<file path="config.mk">
export PLATFORM = sky130hd
export DESIGN_NAME = mem_arbiter_flat
export DESIGN_NICKNAME = d
export VERILOG_FILES = /design/src/rtl/mem_arbiter_pkg.sv /design/src/rtl/mem_arbiter_if.sv /design/src/rtl/mem_arbiter.sv /design/src/flat_wrapper.sv
export SDC_FILE = /design/constraint.sdc
export NUM_CORES = 1
export LEC_CHECK = 0
export ABC_AREA = 1
export CAP_MARGIN = 20
export CORE_UTILIZATION = 55
export DETAILED_ROUTE_END_ITERATION = 7
export PLACE_DENSITY = 0.95
export SETUP_SLACK_MARGIN = 0.5
export SLEW_MARGIN = 20
export SYNTH_ARGS = -nofsm -noshare
export SYNTH_HDL_FRONTEND = slang
export SYNTH_SLANG_ARGS = --single-unit
</file>
<file path="constraint.sdc">
create_clock -name clk -period 6.3 [get_ports clk]
set_clock_uncertainty 0.05 [all_clocks]
set_input_delay 1.26 -clock clk [delete_from_list [all_inputs] [get_ports clk]]
set_output_delay 1.26 -clock clk [all_outputs]
set_load 0.01 [all_outputs]
</file>
<file path="src/rtl/mem_arbiter_pkg.sv">
// mem_arbiter_pkg: definitions shared by the memory arbiter, its interface and
// its bench.
//   - XLEN / ADDR_W / DATA_W    : 32-bit address and data widths
//   - REQUIRE8/16/32            : lsb_len codes (3 is illegal and behaves as a word)
//   - IO_SEL                    : addr[17:16] value that selects the UART window (0x30000)
//   - arb_state_e               : FSM state encoding (also visible on state_dbg)
//   - len_to_bytes / is_io_sel  : small decode helpers
package mem_arbiter_pkg;

  localparam int XLEN   = 32;
  localparam int ADDR_W = XLEN;
  localparam int DATA_W = XLEN;

  localparam logic [1:0] REQUIRE8  = 2'd0;
  localparam logic [1:0] REQUIRE16 = 2'd1;
  localparam logic [1:0] REQUIRE32 = 2'd2;

  localparam logic [1:0] IO_SEL = 2'b11;

  typedef enum logic [1:0] {
    ST_IDLE  = 2'd0,
    ST_FETCH = 2'd1,
    ST_LOAD  = 2'd2,
    ST_STORE = 2'd3
  } arb_state_e;

  // Byte count of a transaction; the illegal code 3 is served as a word.
  function automatic logic [2:0] len_to_bytes(input logic [1:0] len);
    case (len)
      REQUIRE8:  len_to_bytes = 3'd1;
      REQUIRE16: len_to_bytes = 3'd2;
      default:   len_to_bytes = 3'd4;
    endcase
  endfunction

  // Takes addr[17:16] only, so callers slice the address themselves.
  function automatic logic is_io_sel(input logic [1:0] sel);
    is_io_sel = (sel == IO_SEL);
  endfunction

endpackage

</file>
<file path="src/rtl/mem_arbiter_if.sv">
// mem_arbiter_if: bundles every non-clock signal of the memory arbiter.
//   Control    : rdy (global enable), jump_wrong (flush), io_buffer_full
//   Fetch      : if_req, if_addr -> if_done, if_data
//   Load/store : lsb_read_req, lsb_write_req, lsb_addr, lsb_wdata, lsb_len
//                -> lsb_load_done, lsb_data, lsb_store_done
//   RAM port   : mem_din -> mem_dout, mem_a, mem_wr
//   Debug      : state_dbg (current FSM state)
// Handshake: a requester raises its *_req with stable address/data/length and
// keeps it high until the matching one-cycle *_done pulse; it drops the request
// in the pulse cycle, because the arbiter is back in IDLE then and samples again.
// modport slave is the arbiter, modport master is the requesting/RAM side.
interface mem_arbiter_if;
  import mem_arbiter_pkg::*;

  logic              rdy;
  logic              jump_wrong;
  logic              io_buffer_full;
  logic              if_req;
  logic [ADDR_W-1:0] if_addr;
  logic              lsb_read_req;
  logic              lsb_write_req;
  logic [ADDR_W-1:0] lsb_addr;
  logic [DATA_W-1:0] lsb_wdata;
  logic [1:0]        lsb_len;
  logic [7:0]        mem_din;
  logic [7:0]        mem_dout;
  logic [ADDR_W-1:0] mem_a;
  logic              mem_wr;
  logic              if_done;
  logic [DATA_W-1:0] if_data;
  logic              lsb_load_done;
  logic [DATA_W-1:0] lsb_data;
  logic              lsb_store_done;
  logic [1:0]        state_dbg;

  modport slave (
    input  rdy, jump_wrong, io_buffer_full,
    input  if_req, if_addr,
    input  lsb_read_req, lsb_write_req, lsb_addr, lsb_wdata, lsb_len,
    input  mem_din,
    output mem_dout, mem_a, mem_wr,
    output if_done, if_data, lsb_load_done, lsb_data, lsb_store_done,
    output state_dbg
  );

  modport master (
    output rdy, jump_wrong, io_buffer_full,
    output if_req, if_addr,
    output lsb_read_req, lsb_write_req, lsb_addr, lsb_wdata, lsb_len,
    output mem_din,
    input  mem_dout, mem_a, mem_wr,
    input  if_done, if_data, lsb_load_done, lsb_data, lsb_store_done,
    input  state_dbg
  );

endinterface

</file>
<file path="src/rtl/mem_arbiter.sv">
// mem_arbiter: arbitrates instruction fetch and LSB load/store onto a byte-wide
// RAM port with one cycle of read latency.
// Ports:
//   clk  - clock, all state updates on the rising edge
//   rst  - synchronous active-high reset
//   bus  - mem_arbiter_if.slave (requests, RAM port, completions, state_dbg)
// Transactions are accepted only from IDLE with priority write > read > fetch.
// The accept edge registers mem_a = addr, so byte i is on the bus in cycle
// T+i. A read byte returns on mem_din one cycle later and is captured at the end
// of that cycle. Loads and fetches pulse done in T+n+1; stores pulse done in T+n.
// rdy=0 freezes every register. mem_dinnis assumed to follow the address
// registered on the last enabled edge.
module mem_arbiter
  import mem_arbiter_pkg::*;
(
  input  logic         clk,
  input  logic         rst,
  mem_arbiter_if.slave bus
);

  arb_state_e        state_q;
  logic [2:0]        cnt_q;
  logic [2:0]        n_q;
  logic [ADDR_W-1:0] addr_q;
  logic [DATA_W-1:0] wdata_q;
  logic [DATA_W-1:0] buf_q;
  logic [ADDR_W-1:0] mem_a_q;
  logic [7:0]        mem_dout_q;
  logic              mem_wr_q;
  logic              if_done_q;
  logic [DATA_W-1:0] if_data_q;
  logic              lsb_load_done_q;
  logic [DATA_W-1:0] lsb_data_q;
  logic              lsb_store_done_q;

  logic [2:0]        cnt_inc;
  logic [ADDR_W-1:0] addr_next;
  logic [1:0]        cap_idx;
  logic [DATA_W-1:0] buf_merged;
  logic [7:0]        wbyte_next;

  assign cnt_inc   = cnt_q + 3'd1;
  assign addr_next = addr_q + {29'd0, cnt_inc};
  // With cnt in 1..4 the byte arriving on mem_din belongs to index cnt-1;
  // the 2-bit wrap maps cnt=4 onto byte 3.
  assign cap_idx   = cnt_q[1:0] - 2'd1;

  // Read buffer including the byte currently on mem_din. At cnt==0 no byte
  // has returned yet.
  always_comb begin
    buf_merged = buf_q;
    if (cnt_q != 3'd0) begin
      case (cap_idx)
        2'd0:    buf_merged[7:0]   = bus.mem_din;
        2'd1:    buf_merged[15:8]  = bus.mem_din;
        2'd2:    buf_merged[23:16] = bus.mem_din;
        default: buf_merged[31:24] = bus.mem_din;
      endcase
    end
  end

  // Store byte that goes out after the current one.
  always_comb begin
    case (cnt_inc[1:0])
      2'd0:    wbyte_next = wdata_q[7:0];
      2'd1:    wbyte_next = wdata_q[15:8];
      2'd2:    wbyte_next = wdata_q[23:16];
      default: wbyte_next = wdata_q[31:24];
    endcase
  end

  always_ff @(posedge clk) begin
    if (rst) begin
      state_q          <= ST_IDLE;
      cnt_q            <= 3'd0;
      n_q              <= 3'd0;
      addr_q           <= '0;
      wdata_q          <= '0;
      buf_q            <= '0;
      mem_a_q          <= '0;
      mem_dout_q       <= 8'd0;
      mem_wr_q         <= 1'b0;
      if_done_q        <= 1'b0;
      if_data_q        <= '0;
      lsb_load_done_q  <= 1'b0;
      lsb_data_q       <= '0;
      lsb_store_done_q <= 1'b0;
    end else if (bus.rdy) begin
      if_done_q        <= 1'b0;
      lsb_load_done_q  <= 1'b0;
      lsb_store_done_q <= 1'b0;
      case (state_q)
        ST_IDLE: begin
          mem_wr_q <= 1'b0;
          cnt_q    <= 3'd0;
          // Stores are committed work, so they are accepted even while a flush
          // is signalled; reads and fetches are not.
          if (bus.lsb_write_req) begin
            state_q    <= ST_STORE;
            addr_q     <= bus.lsb_addr;
            n_q        <= len_to_bytes(bus.lsb_len);
            wdata_q    <= bus.lsb_wdata;
            mem_a_q    <= bus.lsb_addr;
            mem_dout_q <= bus.lsb_wdata[7:0];
            mem_wr_q   <= !(is_io_sel(bus.lsb_addr[17:16]) && bus.io_buffer_full);
          end else if (!bus.jump_wrong) begin
            if (bus.lsb_read_req) begin
              state_q <= ST_LOAD;
              addr_q  <= bus.lsb_addr;
              n_q     <= len_to_bytes(bus.lsb_len);
              mem_a_q <= bus.lsb_addr;
              buf_q   <= '0;
            end else if (bus.if_req) begin
              state_q <= ST_FETCH;
              addr_q  <= bus.if_addr;
              n_q     <= 3'd4;
              mem_a_q <= bus.if_addr;
              buf_q   <= '0;
            end
          end
        end

        ST_FETCH, ST_LOAD: begin
          if (bus.jump_wrong) begin
            state_q <= ST_IDLE;
            cnt_q   <= 3'd0;
          end else if (cnt_q == n_q) begin
            state_q <= ST_IDLE;
            cnt_q   <= 3'd0;
            if (state_q == ST_FETCH) begin
              if_done_q <= 1'b1;
              if_data_q <= buf_merged;
            end else begin
              lsb_load_done_q <= 1'b1;
              lsb_data_q      <= buf_merged;
            end
          end else begin
            cnt_q <= cnt_inc;
            buf_q <= buf_merged;
            // After the last address mem_a simply holds.
            if (cnt_inc != n_q) mem_a_q <= addr_next;
          end
        end

        ST_STORE: begin
          // mem_wr_q=1 means byte cnt is written this cycle. Otherwise the same
          // byte is waiting on a full IO buffer and is retried.
          if (mem_wr_q) begin
            if (cnt_inc == n_q) begin
              state_q          <= ST_IDLE;
              cnt_q            <= 3'd0;
              mem_wr_q         <= 1'b0;
              lsb_store_done_q <= 1'b1;
            end else begin
              cnt_q      <= cnt_inc;
              mem_a_q    <= addr_next;
              mem_dout_q <= wbyte_next;
              mem_wr_q   <= !(is_io_sel(addr_next[17:16]) && bus.io_buffer_full);
            end
          end else begin
            mem_wr_q <= !(is_io_sel(mem_a_q[17:16]) && bus.io_buffer_full);
          end
        end

        default: begin
          state_q  <= ST_IDLE;
          cnt_q    <= 3'd0;
          mem_wr_q <= 1'b0;
        end
      endcase
    end
  end

  assign bus.mem_a          = mem_a_q;
  assign bus.mem_dout       = mem_dout_q;
  // A pending write must not reach the RAM while the core is frozen. It is
  // performed on the first enabled edge instead.
  assign bus.mem_wr         = mem_wr_q & bus.rdy;
  assign bus.if_done        = if_done_q;
  assign bus.if_data        = if_data_q;
  assign bus.lsb_load_done  = lsb_load_done_q;
  assign bus.lsb_data       = lsb_data_q;
  assign bus.lsb_store_done = lsb_store_done_q;
  assign bus.state_dbg      = state_q;

endmodule

</file>
<file path="src/flat_wrapper.sv">
// flat-port wrapper written by rule: the top's interface ports become plain ports
module mem_arbiter_flat import mem_arbiter_pkg::*;
  (clk, rst, bus_rdy, bus_jump_wrong, bus_io_buffer_full, bus_if_req, bus_if_addr, bus_lsb_read_req, bus_lsb_write_req, bus_lsb_addr, bus_lsb_wdata, bus_lsb_len, bus_mem_din, bus_mem_dout, bus_mem_a, bus_mem_wr, bus_if_done, bus_if_data, bus_lsb_load_done, bus_lsb_data, bus_lsb_store_done, bus_state_dbg);
  mem_arbiter_if bus_i ();
  input  logic clk;
  input  logic rst;
  input wire logic [$bits(bus_i.rdy)-1:0] bus_rdy;
  input wire logic [$bits(bus_i.jump_wrong)-1:0] bus_jump_wrong;
  input wire logic [$bits(bus_i.io_buffer_full)-1:0] bus_io_buffer_full;
  input wire logic [$bits(bus_i.if_req)-1:0] bus_if_req;
  input wire logic [$bits(bus_i.if_addr)-1:0] bus_if_addr;
  input wire logic [$bits(bus_i.lsb_read_req)-1:0] bus_lsb_read_req;
  input wire logic [$bits(bus_i.lsb_write_req)-1:0] bus_lsb_write_req;
  input wire logic [$bits(bus_i.lsb_addr)-1:0] bus_lsb_addr;
  input wire logic [$bits(bus_i.lsb_wdata)-1:0] bus_lsb_wdata;
  input wire logic [$bits(bus_i.lsb_len)-1:0] bus_lsb_len;
  input wire logic [$bits(bus_i.mem_din)-1:0] bus_mem_din;
  output wire logic [$bits(bus_i.mem_dout)-1:0] bus_mem_dout;
  output wire logic [$bits(bus_i.mem_a)-1:0] bus_mem_a;
  output wire logic [$bits(bus_i.mem_wr)-1:0] bus_mem_wr;
  output wire logic [$bits(bus_i.if_done)-1:0] bus_if_done;
  output wire logic [$bits(bus_i.if_data)-1:0] bus_if_data;
  output wire logic [$bits(bus_i.lsb_load_done)-1:0] bus_lsb_load_done;
  output wire logic [$bits(bus_i.lsb_data)-1:0] bus_lsb_data;
  output wire logic [$bits(bus_i.lsb_store_done)-1:0] bus_lsb_store_done;
  output wire logic [$bits(bus_i.state_dbg)-1:0] bus_state_dbg;
  assign bus_i.rdy = bus_rdy;
  assign bus_i.jump_wrong = bus_jump_wrong;
  assign bus_i.io_buffer_full = bus_io_buffer_full;
  assign bus_i.if_req = bus_if_req;
  assign bus_i.if_addr = bus_if_addr;
  assign bus_i.lsb_read_req = bus_lsb_read_req;
  assign bus_i.lsb_write_req = bus_lsb_write_req;
  assign bus_i.lsb_addr = bus_lsb_addr;
  assign bus_i.lsb_wdata = bus_lsb_wdata;
  assign bus_i.lsb_len = bus_lsb_len;
  assign bus_i.mem_din = bus_mem_din;
  assign bus_mem_dout = bus_i.mem_dout;
  assign bus_mem_a = bus_i.mem_a;
  assign bus_mem_wr = bus_i.mem_wr;
  assign bus_if_done = bus_i.if_done;
  assign bus_if_data = bus_i.if_data;
  assign bus_lsb_load_done = bus_i.lsb_load_done;
  assign bus_lsb_data = bus_i.lsb_data;
  assign bus_lsb_store_done = bus_i.lsb_store_done;
  assign bus_state_dbg = bus_i.state_dbg;
  mem_arbiter u_core (.clk(clk), .rst(rst), .bus(bus_i));
endmodule
</file>
== After elaboration in Yosys (flattened, before gate mapping) ==
Index checks and enable logic that the tools add are counted.

* Register bits after elaboration: 212
* Output and inout port bits: 110
* Bits of input ports: 114
* Word-level logic and storage cells: 135

* Equal/unequal tests: 28
* Multiplexer cells: 61
* Bitwise gates (word level): 3
* Reduce and logical (&&, ||, !) cells: 26
* Add/sub/neg operators: 3

{| class="wikitable"
|+ Operators by type and width
! operator !! number
|-
| two-way mux 32 bit || 16
|-
| one-hot mux 32 bit (3 select lines) || 1
|-
| one-hot mux 32 bit (2 select lines) || 1
|-
| two-way mux 8 bit || 7
|-
| adder 32 x 3 -> 32 bit || 1
|-
| two-way mux 3 bit || 8
|-
| one-hot mux 8 bit (3 select lines) || 1
|-
| two-way mux 2 bit || 8
|-
| one-hot mux 8 bit (2 select lines) || 1
|-
| AND reduction 5 bit || 3
|-
| == test 2 bit (second input constant) || 7
|-
| two-way mux 1 bit || 14
|-
| inequality test 2 bit (second input constant) || 6
|-
| one-hot mux 3 bit (3 select lines) || 1
|-
| == test 2 x 1 -> 1 bit (second input constant) || 4
|-
| logical NOT 2 bit || 4
|-
| inequality test 2 x 1 -> 1 bit (second input constant) || 4
|-
| AND reduction 8 bit || 1
|-
| AND reduction 7 bit || 1
|-
| == test 3 bit || 2
|-
| inequality test 3 bit (second input constant) || 2
|-
| one-hot mux 2 bit (3 select lines) || 1
|-
| one-hot mux 3 bit (2 select lines) || 1
|-
| AND reduction 6 bit || 1
|-
| other kinds (17) || 25
|}

== Longest topological paths before layout ==
* Depth in word-level cells: 8
* Gate-level depth with buffers: 15
* Mapped depth without buffers: 15

== Least setup slack after synthesis ==
No wires, ideal clock.

* Kind: input-to-output
* Start point: input bus_rdy
* End point: output bus_mem_wr
* Arrival: 1386 ps
* Required time: 4990 ps
* Stages: 2
* Setup slack: 3604 ps
* Path buffers: 0
* Path through: nand2_1 inv_1

* Cells in the longest elaborated chain, start to end: 1

{| class="wikitable"
|+ RTL lines
! what !! line !! RTL
|-
| from (decl) || flat_wrapper.sv:7 || <nowiki>input wire logic [$bits(bus_i.rdy)-1:0] bus_rdy;</nowiki>
|-
| bitwise AND 1 bit || mem_arbiter.sv:178 || <nowiki>assign bus.mem_wr = mem_wr_q & bus.rdy;</nowiki>
|-
| to (decl) || flat_wrapper.sv:20 || <nowiki>output wire logic [$bits(bus_i.mem_wr)-1:0] bus_mem_wr;</nowiki>
|}

No other way between the ends.

== Worst setup path after layout ==
* Start point: input bus_lsb_write_req
* End point: register u_core.mem_a_q[24] (netlist: u_core.bus.mem_a[24])

* Cells in the longest elaborated chain, start to end: 2
* Elaborated cells on any way between the ends: 5
* Classes of those cells: eq/ne: 2; mux: 2; reduce/logical: 1

{| class="wikitable"
|+ RTL lines
! what !! line !! RTL
|-
| from (decl) || flat_wrapper.sv:13 || <nowiki>input wire logic [$bits(bus_i.lsb_write_req)-1:0] bus_lsb_write_req;</nowiki>
|-
| inequality test 4 bit (no line) (tied with other cells) || -- ||
|-
| AND reduction 8 bit (no line) or one-hot mux 32 bit (3 select lines) (tied branches) || -- ||
|-
| to (signal assigned) || mem_arbiter.sv:103 || <nowiki>mem_a_q <= bus.lsb_addr;</nowiki>
|-
| to (signal assigned) || mem_arbiter.sv:111 || <nowiki>mem_a_q <= bus.lsb_addr;</nowiki>
|-
| to (signal assigned) || mem_arbiter.sv:117 || <nowiki>mem_a_q <= bus.if_addr;</nowiki>
|-
| to (decl) || mem_arbiter.sv:27 || <nowiki>logic [ADDR_W-1:0] mem_a_q;</nowiki>
|}

Parallel ways exist; a longest one is shown, timed or not.
A chain may end at the register's enable or synchronous reset.

==> flow_summary_export.csv <==
group,metric,value,unit
outcome,status,"complete, but fails checks",
outcome,violations,"design-rule violations",
power_and_ir_drop,peakVddDrop,0.000191,V
sta,rsz0062_at_grt,"false",
worst_setup_path,end_kind,"flip-flop",
synthesis,synth_top_family_by_area,"compound AO/OA/AOI/OAI gates",
final_layout,fin_util,73.4,%
route,first_pass_iters,8,
cts,cts_resized,0,
sta,timing.final.crit_share,62.5,%
placed_design,dp_hpwl,22.1,mm
synthesis,synth.avg_cell_area,6.89,µm²
placed_design,gp_congestion,1.01,
sta,finalSetupTns,0,ps
synthesis,synthCells,1502,
die,coreArea,0.0182,mm²
synthesis,synth_area_leaders,"dfxtp_1 41%, a21oi_1 10%, nand2_1 10%, o21ai_0 8.2%, inv_1 6.4%",
hold_path,min_path_type,"flip-flop to flip-flop",
grt,grtUsageTotal,32.5,%
final_layout,drive_gt1_share,4.98,%
synthesis,ys_warn_count,0,
worst_setup_path,crit_required,6640,ps
power_and_ir_drop,clkPwrFrac,35.2,%
sta,slew_headroom,29.1,%
final_layout,diodes,0,
die,die_w,139,µm
synthesis,yosysSeqAreaShare,41.0,%
synthesis,synth_top_area_share,41.0,%
cts,numCtsBuffers,22,
sta,hold_violations,0,
sta,fmax,254,MHz
final_layout,multiInputGateArea,0.00509,mm²
worst_setup_path,r2r_cells,12,
synthesis,synth_area,0.0104,mm²
worst_setup_path,critPathMaxFanout,35,
grt,grt_pass1_vias,10600,
power_and_ir_drop,power_density,288,mW/mm²
cts,cts_sinks,212,
final_layout,area_growth,29.1,%
power_and_ir_drop,switchingPower,1.19,mW
final_layout,finalNetCount,1801,
sta,slew_viol_final,0,
synthesis,syn_nets,1631,
synthesis,synth_compound_area_share,22.9,%
cts,clock_tree.buffer_depth,3,
synthesis,synth.area.mux_share,1.26,%
synthesis,synthAdderAreaFrac,1.88,%
cts,cts_hold_buf,0,
power_and_ir_drop,internal_power,2.66,mW
worst_setup_path,critPathArrivalTime,4280,ps
worst_setup_path,r2r-start,"u_core.cnt_q[0]$_SDFFE_PP0P_",
route,postRouteAntennaNets,0,
route,via_per_inst,5.73,
worst_setup_path,cp-start-kind,"primary input",
grt,grt_overflow,0,
cts,root_buffer,"clkbuf_16",
cts,post-cts-setup-buffers,0,
grt,antenna_found_initial,1,
placed_design,numPortBuffers,223,
cts,clk_latency,500,ps
die,num_rows,49,
cts,clk_pin_slew,60,ps
sta,setup_viol,0,
route,drc,16,
final_layout,nFillCells,1380,
synthesis,yosysUniqueCellTypes,39,
route,wirelength,32.0,mm
worst_setup_path,cp-startpoint,"bus_lsb_write_req",
flow_run,drv_cap,0,
route,drt_iter0_drc,1080,
synthesis,synth-simple-area-share,21.6,%
die,boundaryPins,224,
grt,grt_pass1_wl,51.6,mm
power_and_ir_drop,sw_frac_of_total,30.8,%
cts,htreeDepth,1,
grt,grt_max_degree,65,
power_and_ir_drop,power_frac_seq,40.4,%
route,via_count,11000,
sta,worst_pin_slew,1060,ps
worst_setup_path,critPathKind,"primary input to flip-flop",
synthesis,ys_ff_latch,212,
cts,cts_tree,"yes",
worst_setup_path,crit_path_end,"u_core.bus.mem_a[24]$_SDFFE_PP0P_",
die,initial_core_util,56.9,%
worst_setup_path,reg2reg_to,"u_core.bus.mem_a[22]$_SDFFE_PP0P_",
worst_setup_path,rrSetupSlack,3040,ps
synthesis,synth_xor_area_share,1.09,%
route,routedWlPerCell,16.7,µm
final_layout,seqCellArea,0.00424,mm²
power_and_ir_drop,p_leak,5.42,nW
synthesis,synth_area_leader_cell,"dfxtp_1",
sta,fin_crit,3940,ps
die,fp.dieArea,0.0194,mm²
die,die_height,139,µm
power_and_ir_drop,p_comb_share,24.4,%
[metal layers]
metal	GRT usage [%]	routed length [µm]	vias to the layer above	share of wire [%]
met5	0	0	-	0
met4	15.0	1180	0	3.7
met3	4.96	2840	112	8.9
met2	56.5	15500	577	48
met1	39.5	12600	5022	39
li1	-	-	5253	-
[critical path, cell delays in order]
cell and delay, ps:
clkdlybuf4s50_1 520, nor2_4 850, clkinv_1 930, nand2_1 310, a21oi_1 110, nor3_1 220
nor2_1 60
[cell usage after synthesis]
master and number:
nand3b_1 2, nor2_4 1, a21oi_2 10, or2_2 3
clkinv_1 2, ha_1 14, o21ai_0 169, o21ai_2 2
a21oi_1 213, buf_1 1, o22ai_1 11, xor2_2 1
nor2_1 140, xnor2_1 6, nand2_2 1, a211oi_1 33
dfxtp_1 212, mux2i_1 13, nand3_2 4, xor2_1 5
nand2_1 284, nand4_1 8, nor2_2 3, clkbuf_1 67
buf_6 5, o21ai_1 3, a22oi_1 2, nand3_1 74
buf_4 1, o21bai_1 1, nand2_4 1, nor3_2 2
buf_2 13, nor4_2 1, inv_2 2, inv_1 176
fa_1 1, nor3_1 14, inv_4 1
[through the flow]
step                power, mW  std cells  setup slack [ps]  hold WS [ps]  instance area [µm²]
floorplan                2.13       1502              3600           380                10400
global placement         2.46       1877              2160           382                12600
detailed placement       2.49       1877              1950           387                12600
CTS                      3.84       1915              2450           396                13300
global route             4.02       1915              2270           414                13400
finish                   3.85       1915              2360           393                13400
[how the worst min path moves through the flow]
stage / end / from / cells after the start
after global routing: u_core.bus.if_data[16]$_SDFFE_PP0P_ / u_core.bus.if_data[16]$_SDFFE_PP0P_ / 2
after detailed placement: u_core.bus.if_data[30]$_SDFFE_PP0P_ / u_core.bus.if_data[30]$_SDFFE_PP0P_ / 2
after floorplan: u_core.wdata_q[6]$_SDFFE_PP0P_ / u_core.wdata_q[6]$_SDFFE_PP0P_ / 2
after CTS: u_core.bus.if_data[30]$_SDFFE_PP0P_ / u_core.bus.if_data[30]$_SDFFE_PP0P_ / 2
after global placement: u_core.bus.if_data[27]$_SDFFE_PP0P_ / u_core.bus.if_data[27]$_SDFFE_PP0P_ / 2
final: u_core.bus.if_data[30]$_SDFFE_PP0P_ / u_core.bus.if_data[30]$_SDFFE_PP0P_ / 2
[final cells by class]
cell class              count  share of cell area, %
clock buffers              33                   5.11
clock inverters             5                  0.562
inverters                 181                   5.10
multi-input cells        1022                   38.1
flip-flops and latches    212                   31.7
well taps                 229                   2.14
repair buffers            233                   17.2
[power groups by stage]
stage | logic [mW] | clock network [mW] | registers [mW]
after floorplan | 0.547 | 0 | 1.59
after global placement | 0.885 | 0 | 1.58
after detailed placement | 0.912 | 0 | 1.58
after CTS | 0.922 | 1.36 | 1.55
after global routing | 1.03 | 1.42 | 1.57
final | 0.937 | 1.35 | 1.56
[cells by family after synthesis]
family,count (synthesis)
buf+inv,268
compound gates,444
simple gates,538
xor+xnor,12
flops,212
mux,13
fa+ha+maj,15
[cells in the final DEF (no fill, tap or decap), types with 2 or more instances in the layout]
cell type,instances
nor2_2,2
inv_2,3
nor2_4,3
xnor2_1,6
a22oi_1,2
clkbuf_16,23
bufinv_16,2
inv_1,175
o22ai_1,11
o21ai_0,169
nand4_1,8
a21oi_2,10
nor3_1,13
or2_2,3
nand2_1,282
clkinv_2,3
mux2i_1,13
o21ai_2,2
ha_1,14
dfxtp_1,212
clkinv_1,2
nand3_1,73
clkbuf_8,7
nor3_2,3
clkbuf_1,3
nor2_1,139
nand3b_1,2
nand2_2,2
a21oi_1,213
o21ai_1,3
clkdlybuf4s50_1,222
a211oi_1,33
buf_4,11
xor2_1,5
nand3_2,4
nand2_4,2
[registers in the layout, indices dropped and copies added, names as in the netlist, 8 cells and up]
signal,count
u_core.addr_q,32
u_core.bus.lsb_data,32
u_core.wdata_q,32
u_core.bus.if_data,32
u_core.bus.mem_a,32
u_core.buf_q,32
u_core.bus.mem_dout,8
Note: power is estimated with default switching activity, not from simulation.
